<file path="src/rtl/huff_addr_gen.sv">
// huff_addr_gen: address sequencer for the Huffman encoder's symbol and
// frequency memories. Issues cfg_len addresses from cfg_base, advancing by
// the stride, under an addr_vld/en handshake. One-shot or continuous wrap.
//
// Build option: HUFF_ADDR_GEN_STRIDE_EN
//   defined     -> cfg_stride is latched on start and used as the increment
//   not defined -> increment is fixed at 1, cfg_stride is ignored
//
// state | meaning
// IDLE  | waiting for start; addr holds its last value
// RUN   | addr valid, beats transfer when en is high
// DONE  | one-shot run finished; done pulses for this single cycle

module huff_addr_gen #(
    parameter int ADDR_W = 8,
    parameter int LEN_W  = 9
) (
    input  logic              clk,
    input  logic              rst,
    input  logic              start,
    input  logic              stop,
    input  logic              en,
    input  logic [ADDR_W-1:0] cfg_base,
    input  logic [LEN_W-1:0]  cfg_len,
    input  logic [ADDR_W-1:0] cfg_stride,
    input  logic              cfg_wrap,
    output logic [ADDR_W-1:0] addr,
    output logic              addr_vld,
    output logic              last,
    output logic              pass_done,
    output logic              done,
    output logic              busy
);

    typedef enum logic [1:0] {
        IDLE = 2'd0,
        RUN  = 2'd1,
        DONE = 2'd2
    } state_t;

    state_t state;
    state_t state_nxt;

    logic [ADDR_W-1:0] addr_q;
    logic [ADDR_W-1:0] base_q;
    logic [LEN_W-1:0]  len_q;
    logic [LEN_W-1:0]  cnt_q;
    logic              wrap_q;
    logic              pass_done_q;
    logic [ADDR_W-1:0] step;

    logic beat;
    logic is_last;
    logic start_ok;

    // A zero-length start goes straight to DONE without touching the datapath.
    assign start_ok = (state == IDLE) && start && (cfg_len != '0);
    assign beat     = (state == RUN) && en;
    assign is_last  = (state == RUN) && (cnt_q == (len_q - LEN_W'(1)));

`ifdef HUFF_ADDR_GEN_STRIDE_EN
    logic [ADDR_W-1:0] stride_q;

    // Stride register, captured together with the rest of the run config.
    always_ff @(posedge clk or posedge rst) begin
        if (rst) begin
            stride_q <= '0;
        end else if (!stop && start_ok) begin
            stride_q <= cfg_stride;
        end
    end

    assign step = stride_q;
`else
    logic unused_stride;

    assign unused_stride = ^cfg_stride;
    assign step          = ADDR_W'(1);
`endif

    // State register.
    always_ff @(posedge clk or posedge rst) begin
        if (rst) begin
            state <= IDLE;
        end else begin
            state <= state_nxt;
        end
    end

    // Next-state logic; stop overrides everything and lands in IDLE.
    always_comb begin
        state_nxt = state;
        if (stop) begin
            state_nxt = IDLE;
        end else begin
            case (state)
                IDLE: begin
                    if (start) begin
                        state_nxt = (cfg_len == '0) ? DONE : RUN;
                    end
                end
                RUN: begin
                    if (beat && is_last && !wrap_q) begin
                        state_nxt = DONE;
                    end
                end
                DONE:    state_nxt = IDLE;
                default: state_nxt = IDLE;
            endcase
        end
    end

    // Config latch, address and beat counter; all hold while stalled or stopped.
    always_ff @(posedge clk or posedge rst) begin
        if (rst) begin
            addr_q <= '0;
            base_q <= '0;
            len_q  <= '0;
            cnt_q  <= '0;
            wrap_q <= 1'b0;
        end else if (!stop) begin
            if (start_ok) begin
                base_q <= cfg_base;
                len_q  <= cfg_len;
                wrap_q <= cfg_wrap;
                addr_q <= cfg_base;
                cnt_q  <= '0;
            end else if (beat) begin
                if (is_last) begin
                    if (wrap_q) begin
                        addr_q <= base_q;
                        cnt_q  <= '0;
                    end
                end else begin
                    addr_q <= addr_q + step;
                    cnt_q  <= cnt_q + LEN_W'(1);
                end
            end
        end
    end

    // End-of-pass pulse, one cycle after the final beat transfers.
    always_ff @(posedge clk or posedge rst) begin
        if (rst) begin
            pass_done_q <= 1'b0;
        end else begin
            pass_done_q <= !stop && beat && is_last;
        end
    end

    // Outputs decoded from the state and datapath registers.
    always_comb begin
        addr      = addr_q;
        addr_vld  = (state == RUN);
        last      = is_last;
        pass_done = pass_done_q;
        done      = (state == DONE);
        busy      = (state != IDLE);
    end

endmodule

</file>
<file path="config.mk">
export PLATFORM = sky130hd
export DESIGN_NAME = huff_addr_gen
export DESIGN_NICKNAME = d
export VERILOG_FILES = /design/src/rtl/huff_addr_gen.sv
export SDC_FILE = /design/constraint.sdc
export NUM_CORES = 1
export LEC_CHECK = 0
export CORE_AREA = 2 2 71 73
export DETAILED_ROUTE_END_ITERATION = 8
export DIE_AREA = 0 0 73 75
export PLACE_DENSITY = 0.85
export SETUP_SLACK_MARGIN = 0.5
export SLEW_MARGIN = 20
export SYNTH_ARGS = -nofsm -noshare
export SYNTH_HDL_FRONTEND = slang
export SYNTH_SLANG_ARGS = --single-unit
</file>
<file path="constraint.sdc">
create_clock -name clk -period 3.1 [get_ports clk]
set_input_delay 0.93 -clock clk [delete_from_list [all_inputs] [get_ports clk]]
set_output_delay 0.93 -clock clk [all_outputs]
set_load 0.01 [all_outputs]
</file>
==> summary.md, run 1 <==
| Metric | Value |
|---|---|
| Count of flip-flops with a built-in enable after synthesis | 0 |
| Clock latency on the worst-skew pair | 320 ps |
| Run status | complete, but fails checks |
| Number of pins with negative max-slew slack in the final report | 0 |
| Number of buffers inserted during clock tree synthesis | 5 |
| Max Clk Rate | 0.321 GHz |
| Inst Count DP | 381 |
| GRT overflow | 0 |
| Internal Dissipation | 1390 uW |
| Placer Congestion | 0.858 |
| Most common library cell in the layout ignoring fill and taps | nand2_1 |
| Unique cell type count in the Yosys netlist | 52 |
| Final Hold Fails | 0 |
| Die ar. | 5480 sq um |
| Warnings, synthesis | 0 |
| Post-Syn Nets | 302 |
| Sequential element share of the synthesized area | 0.401 |
| Switching power of the nets | 817 uW |
| Finish-stage setup viols | 1 |
| Worst slew pin tran | 493 ps |
| Worst R2R Path Depth | 12 |
| Drt first-iter violations | 190 |
| Switching Share | 0.370 |
| Buffers added on ports | 35 |
| Async set or reset register ratio after synthesis | 1.00 |
| TNS Setup | -16.5 ps |
| Part of the total power dissipated in combinational logic | 0.423 |
| Worst clock skew | 6.88 ps |
| CTS Hold Buffers Added | 0 |
| Final HPWL from detailed placement | 4470 um |
| Number of DRC violations after detailed routing | 0 |
| Worst voltage drop across the vdd grid | 365 uV |
| Number of H-tree branching levels | 2 |
| Fraction of layout cells with a size suffix above 1 | 0.301 |
| Horizontal die dimension | 73 um |
| Most used DFF post-synth | dfrtp_1 |
| First-pass GRT wire length | 11400 um |
| FF+latch count, synth | 38 |
| Critical-path maximum fanout | 8 |
| TritonCTS clock tree | yes |
| Required @ worst endpoint | 2170 ps |
| GRT Util Overall | 0.279 |
| Crit path launch type | flip-flop |
| Total number of vias | 2617 |
| Part of the power in the clock network | 0.242 |
| Library cell used as clock root buffer | clkbuf_8 |
| Antenna cell count | 0 |
| Commonest cells after routing, fill and taps aside | 55 x nand2_1, 37 x dfrtp_1, 36 x buf_4, 24 x clkdlybuf4s50_1, 16 x buf_6 |
| RSZ-0062 raised after global routing | yes |
| Violated checks | setup timing |
| Capturing element type of the critical path | primary output |
| Class of the tightest hold or removal check | reg2reg |
| Max-Cap Viols | 0 |
| Pre-antenna DRT Iters | 5 |
| Die height | 75 um |
| Starting Density | 0.508 |
| Total wirelength of the detailed-routed design | 8340 um |
| Initial antenna violation count | 0 |
| Count of placed standard cells in the final layout, fillers left out | 409 |
| Worst relative slew slack | 0.671 |
| Post-route fraction of the period consumed by the critical path | 1.01 |
| Relative area change from synthesis to final layout | 50.7% |
| Number of placement rows | 25 |
| Post-synthesis instance area | 2370 sq um |
| Avg Vias per Cell | 6.40 |
| Nets@finish | 388 |
| WP data arrival | 2190 ps |
| Period minus WS final | 3120 ps |
| Number of nets with antenna violations after detailed routing | 0 |
| Post-route worst setup slack | -16.5 ps |
| Hold path depth | 2 |
| Number of global-route vias before repair | 2334 |
| Post-CTS clock slew at the launch and capture registers of the worst setup and hold paths | 90 ps |
| Syn Inst Count | 268 |
| Average wire length per cell after detail routing | 20.4 um |
| Maximum number of pins on one net before global-route repair | 39 |
| Sequential cell fraction of total power | 0.335 |
| Floorplan Core Area | 4660 sq um |
| Count of boundary I/O pins | 44 |
| Deepest clock path buffer count | 2 |
| Leakage power | 0.00171 uW |
| Type of the worst setup path | reg2out |
| Synthesized area per cell | 8.84 sq um |
| Power density normalized to cell area | 619 nW/um^2 |
| CTS sink cnt | 38 |
-- what timing repair did --
action                     4_1_cts  5_1_grt
buffers inserted                 9        8
gates resized for setup         34       36
setup endpoints to repair       36       38
pin swaps                       11       26
cloned                           2        1
-- sequential cells by signal, indices dropped and copies added (netlist names) --
| signal | count |
|---|---|
| pass_done | 1 |
| len_q | 9 |
| addr | 8 |
| wrap_q | 1 |
| base_q | 8 |
| state | 2 |
| cnt_q | 9 |
-- routing by layer --
layer	routed length [um]	track usage	up-vias
met5	0	0	-
met4	624	0.140	0
met3	696	0.0469	68
met2	4020	0.464	194
met1	2990	0.351	1239
li1	-	-	1116
-- cell families (layout without fill, tap and decap cells) --
family                     after synthesis  after routing  synth area share
and+or+nand+nor                        131            132             0.280
adders and majority gates                3              3            0.0158
xor gates and xnor gates                17             17            0.0629
AOI/OAI and AO/OA                       50             51             0.162
DFF                                     38             38             0.401
muxes                                    8              8            0.0370
buffers and inverters                   21            106            0.0407
-- synth_stat cells, types with 4 or more instances --
cell | number | area (sq um)
nand2_1 | 56 | 210
dfrtp_1 | 38 | 951
nor2_1 | 18 | 67.6
xnor2_1 | 12 | 105
inv_1 | 10 | 37.5
nand3_1 | 9 | 45.0
o21ai_0 | 9 | 45.0
nor4_1 | 8 | 50.1
a211o_1 | 7 | 61.3
nand2b_1 | 7 | 43.8
nor3_1 | 7 | 35.0
clkbuf_1 | 6 | 22.5
o211ai_1 | 6 | 45.0
a21oi_1 | 5 | 25.0
mux2i_1 | 5 | 50.1
xor2_1 | 5 | 43.8
nor2b_1 | 4 | 25.0
-- final timing paths --
kind                             end  slack, ps       from
min in group asynchronous  base_q[7]       1020        rst
max in group asynchronous   state[1]       1710        rst
min reg2reg                base_q[4]        470  base_q[4]
max                             last        -20   len_q[0]
max reg2reg                  addr[2]        110   len_q[0]
min                        base_q[4]        470  base_q[4]
-- critical path, stage by stage, from the launching register on --
cell and delay, ps:
dfrtp_1 380, inv_2 70, ha_4 190, o21bai_1 170
a211oi_2 270, a211o_1 170, o21ai_2 90, nor4_4 330
buf_2 200
-- layout make-up --
class,instances,area (sq um)
clock buffer,5,68.8
clock inverter,3,68.8
fill,280,1090
inverter,10,37.5
multi-input combinational,211,1540
sequential,38,952
tap,54,67.6
timing repair buffer,88,833
-- power groups by stage --
stage | clock (uW) | sequential [uW] | combinational [uW]
4_1_cts | 524 | 724 | 820
6_report | 535 | 740 | 934
3_5_place_dp | 0 | 730 | 758
2_1_floorplan | 0 | 728 | 447
3_3_place_gp | 0 | 723 | 730
5_1_grt | 548 | 752 | 980
-- through the flow --
| stage | utilization | setup slack, ps | hold slack (ps) | total power [uW] | cell area [sq um] |
|---|---|---|---|---|---|
| 2_1_floorplan | - | 403 | 437 | 1180 | 2440 |
| 3_3_place_gp | 0.657 | -131 | 449 | 1450 | 3060 |
| 3_5_place_dp | 0.657 | -159 | 454 | 1490 | 3060 |
| 4_1_cts | 0.724 | 124 | 476 | 2070 | 3380 |
| 5_1_grt | 0.766 | -45.6 | 506 | 2280 | 3570 |
| 6_report | 0.766 | -16.5 | 472 | 2210 | 3570 |
Power figures use the tool's default switching activity.
==> run 2, diff against run 1 <==
- CORE_AREA: 2 2 71 73 -> 2 2 66 68
- DIE_AREA: 0 0 73 75 -> 0 0 68 70
- DONT_BUFFER_PORTS: not set -> 1
- PLACE_DENSITY: 0.85 -> 0.81
==> run 2 against run 1 <==
The run now ends clean. Non-clock buffer count shrank 66. Fmax up 5.7%. Setup slack better by 170 ps. Final area shrank 21%. Die area shrank 13%. Combinational power shrank 30%. Hold slack got worse by 1.1 ps. Utilization shrank 8.5 points. Clock skew up 4.6 ps. Highest routed layer unchanged.
==> summary.md, run 2 (same netlist as run 1, synthesis figures left out) <==
| Metric | Value |
|---|---|
| Run status | complete, no violations (was complete, but fails checks) |
| Antenna cell count | 0 (unchanged) |
| Critical-path maximum fanout | 8 (unchanged) |
| Initial antenna violation count | 0 (unchanged) |
| RSZ-0062 raised after global routing | yes (unchanged) |
| Buffers added on ports | 0 (was 35) |
| Period minus WS final | 2950 ps (was 3120 ps) |
| Finish-stage setup viols | 0 (was 1) |
| Nets@finish | 320 (was 388) |
| CTS Hold Buffers Added | 0 (unchanged) |
| Floorplan Core Area | 4140 sq um (was 4660 sq um) |
| Max-Cap Viols | 0 (unchanged) |
| Worst slew pin tran | 599 ps (was 493 ps) |
| Average wire length per cell after detail routing | 18.0 um (was 20.4 um) |
| Cells along the critical path | nor4_4 > and2_1 > a211o_1 > o21ai_1 > nor4_4 (was inv_2 > ha_4 > o21bai_1 > a211oi_2 > a211o_1 > o21ai_2 > nor4_4 > buf_2) |
| GRT Util Overall | 0.274 (was 0.279) |
| Post-DP Area | 2500 sq um (was 3060 sq um) |
| TNS Setup | 0 ps (was -16.5 ps) |
| TritonCTS clock tree | yes (unchanged) |
| WP data arrival | 2020 ps (was 2190 ps) |
| GRT overflow | 0 (unchanged) |
| Maximum number of pins on one net before global-route repair | 39 (unchanged) |
| Number of H-tree branching levels | 2 (unchanged) |
| CP peak stage delay | 480 ps (was 380 ps) |
| Power density normalized to cell area | 657 nW/um^2 (was 619 nW/um^2) |
| Required @ worst endpoint | 2170 ps (about the same) |
| Crit path launch type | flip-flop (unchanged) |
| CTS sink cnt | 38 (unchanged) |
| Commonest cells after routing, fill and taps aside | 56 x nand2_1, 36 x dfrtp_1, 16 x nor2_1, 13 x buf_4, 12 x xnor2_1 (was 55 x nand2_1, 37 x dfrtp_1, 36 x buf_4, 24 x clkdlybuf4s50_1, 16 x buf_6) |
| Type of the worst setup path | reg2out (unchanged) |
| Post-route fraction of the period consumed by the critical path | 0.951 (was 1.01) |
| Post-CTS clock slew at the launch and capture registers of the worst setup and hold paths | 80 ps (was 90 ps) |
| Horizontal die dimension | 68 um (was 73 um) |
| Class of the tightest hold or removal check | reg2reg (unchanged) |
| Worst voltage drop across the vdd grid | 333 uV (was 365 uV) |
| Library cell used as clock root buffer | clkbuf_8 (unchanged) |
| Number of pins with negative max-slew slack in the final report | 0 (unchanged) |
| Number of DRC violations after detailed routing | 0 (unchanged) |
| Combined flip-flop and latch cell area | 953 sq um (was 952 sq um) |
| Setup WS pre-CTS | 90.3 ps (was -159 ps) |
| Number of placement rows | 24 (was 25) |
| Leakage power | 0.00131 uW (was 0.00171 uW) |
| Starting Density | 0.572 (was 0.508) |
| Pre-antenna DRT Iters | 5 (unchanged) |
| Placer Congestion | 0.840 (was 0.858) |
| Number of buffers inserted during clock tree synthesis | 5 (unchanged) |
| Worst Setup EP | last (unchanged) |
| Number of filler instances in the final layout | 305 (was 280) |
| Max Clk Rate | 0.339 GHz (was 0.321 GHz) |
| Relative area change from synthesis to final layout | 19.2% (was 50.7%) |
| Worst relative slew slack | 0.599 (was 0.671) |
| Final HPWL from detailed placement | 3880 um (was 4470 um) |
| Number of global-route vias before repair | 2044 (was 2334) |
| Number of nets with antenna violations after detailed routing | 0 (unchanged) |
| Worst setup slack for register-to-register paths | 280 ps (was 110 ps) |
| Cell type with the highest occurrence count on the critical path | nor4_4 |
| Most common library cell in the layout ignoring fill and taps | nand2_1 (unchanged) |
| Total non-filler cell area in the finished layout | 2820 sq um (was 3570 sq um) |
| Critical-path top delay cell | dfrtp_1 (unchanged) |
| First-pass GRT wire length | 9870 um (was 11400 um) |
| Avg Vias per Cell | 6.20 (was 6.40) |
| Drt first-iter violations | 218 (was 190) |
| Post-route worst setup slack | 153 ps (was -16.5 ps) |
| Critical R2R Capture | addr[2] (unchanged) |
| Deepest clock path buffer count | 2 (unchanged) |
| RR Startpoint | len_q[0] (unchanged) |
| Largest registers | cnt_q (9), len_q (9) (unchanged) |
| Total number of vias | 2096 (was 2617) |
| Final standard cell utilization of the core | 0.681 (was 0.766) |
| Die height | 70 um (was 75 um) |
| Fraction of layout cells with a size suffix above 1 | 0.224 (was 0.301) |
| Worst R2R Path Depth | 11 (was 12) |
| Hold path depth | 2 (unchanged) |
| Worst clock skew | 11.5 ps (was 6.88 ps) |
| Die ar. | 4760 sq um (was 5480 sq um) |
| Combined area of the multi-input logic cells | 1460 sq um (was 1540 sq um) |
| Final Hold Fails | 0 (unchanged) |
| Capturing element type of the critical path | primary output (unchanged) |
| Clock latency on the worst-skew pair | 290 ps (was 320 ps) |
| Count of boundary I/O pins | 44 (unchanged) |
| Total Power Consumption | 1850 uW (was 2210 uW) |
| CP Launch Point | len_q[2] (was len_q[0]) |
| Total wirelength of the detailed-routed design | 6080 um (was 8340 um) |
-- run 2: cell types whose count changed in the layout (fill, tap and decap cells not counted), sizes merged --
cell	before	now
buf	54	22
clkdlybuf4s50	24	0
dlymetal6s2s	8	0
dlygate4sd2	2	0
bufinv	2	1
clkbuf	5	6
clkinv	1	0
o21ai	12	11
or2	5	4
-- run 2: timing repair --
item | CTS | global route
setup buffers | 11 | 1
pin swaps | 13 | 14
gates cloned | 1 | 0
setup endpoints to repair | 20 | 26
gates resized for setup | 23 | 9
-- run 2: worst min path at each step --
stage               from         to  slack [ps]
6_report       base_q[4]  base_q[4]         470
3_3_place_gp   base_q[4]  base_q[4]         450
3_5_place_dp   base_q[5]  base_q[5]         450
5_1_grt        base_q[4]  base_q[4]         520
4_1_cts        base_q[5]  base_q[5]         470
2_1_floorplan  base_q[3]  base_q[3]         440
-- run 2: area by class of cell --
cell class                      count  area share
Multi-Input combinational cell    209       0.516
Sequential cell                    38       0.338
Timing Repair Buffer               22      0.0705
Clock buffer                        6      0.0293
Tap cell                           52      0.0230
Inverter                           10      0.0133
Clock inverter                      1      0.0106
-- run 2: power by group --
| group | total [uW] | internal [uW] | switching (uW) |
|---|---|---|---|
| combinational | 658 | 334 | 324 |
| clock | 433 | 258 | 175 |
| sequential | 763 | 595 | 169 |
| total | 1850 | 1190 | 667 |
-- run 2: metal layers --
layer / track usage / part of all wire / vias to the layer above / wire [um]
li1: - / - / 978 / -
met1: 0.376 / 0.41 / 1024 / 2520
met2: 0.434 / 0.50 / 84 / 3060
met3: 0.0580 / 0.070 / 10 / 426
met4: 0.0778 / 0.012 / 0 / 75
met5: 0 / 0 / - / 0
-- run 2: worst max-delay path, delay by kind of cell (launching register included) --
family | cells | cell delay (ps)
compound gates | 2 | 250
flops | 1 | 480
simple gates | 3 | 990
-- run 2: per-stage QoR --
step / instances / hold slack [ps]
2_1_floorplan: 268 / 437
3_3_place_gp: 318 / 448
3_5_place_dp: 318 / 454
4_1_cts: 337 / 473
5_1_grt: 338 / 516
6_report: 338 / 471
==> run 3, diff against run 2 <==
- SLEW_MARGIN: 20 -> not set
==> results of run 3 <==
No change in the layout: final DEF, timing and power equal those of run 2.
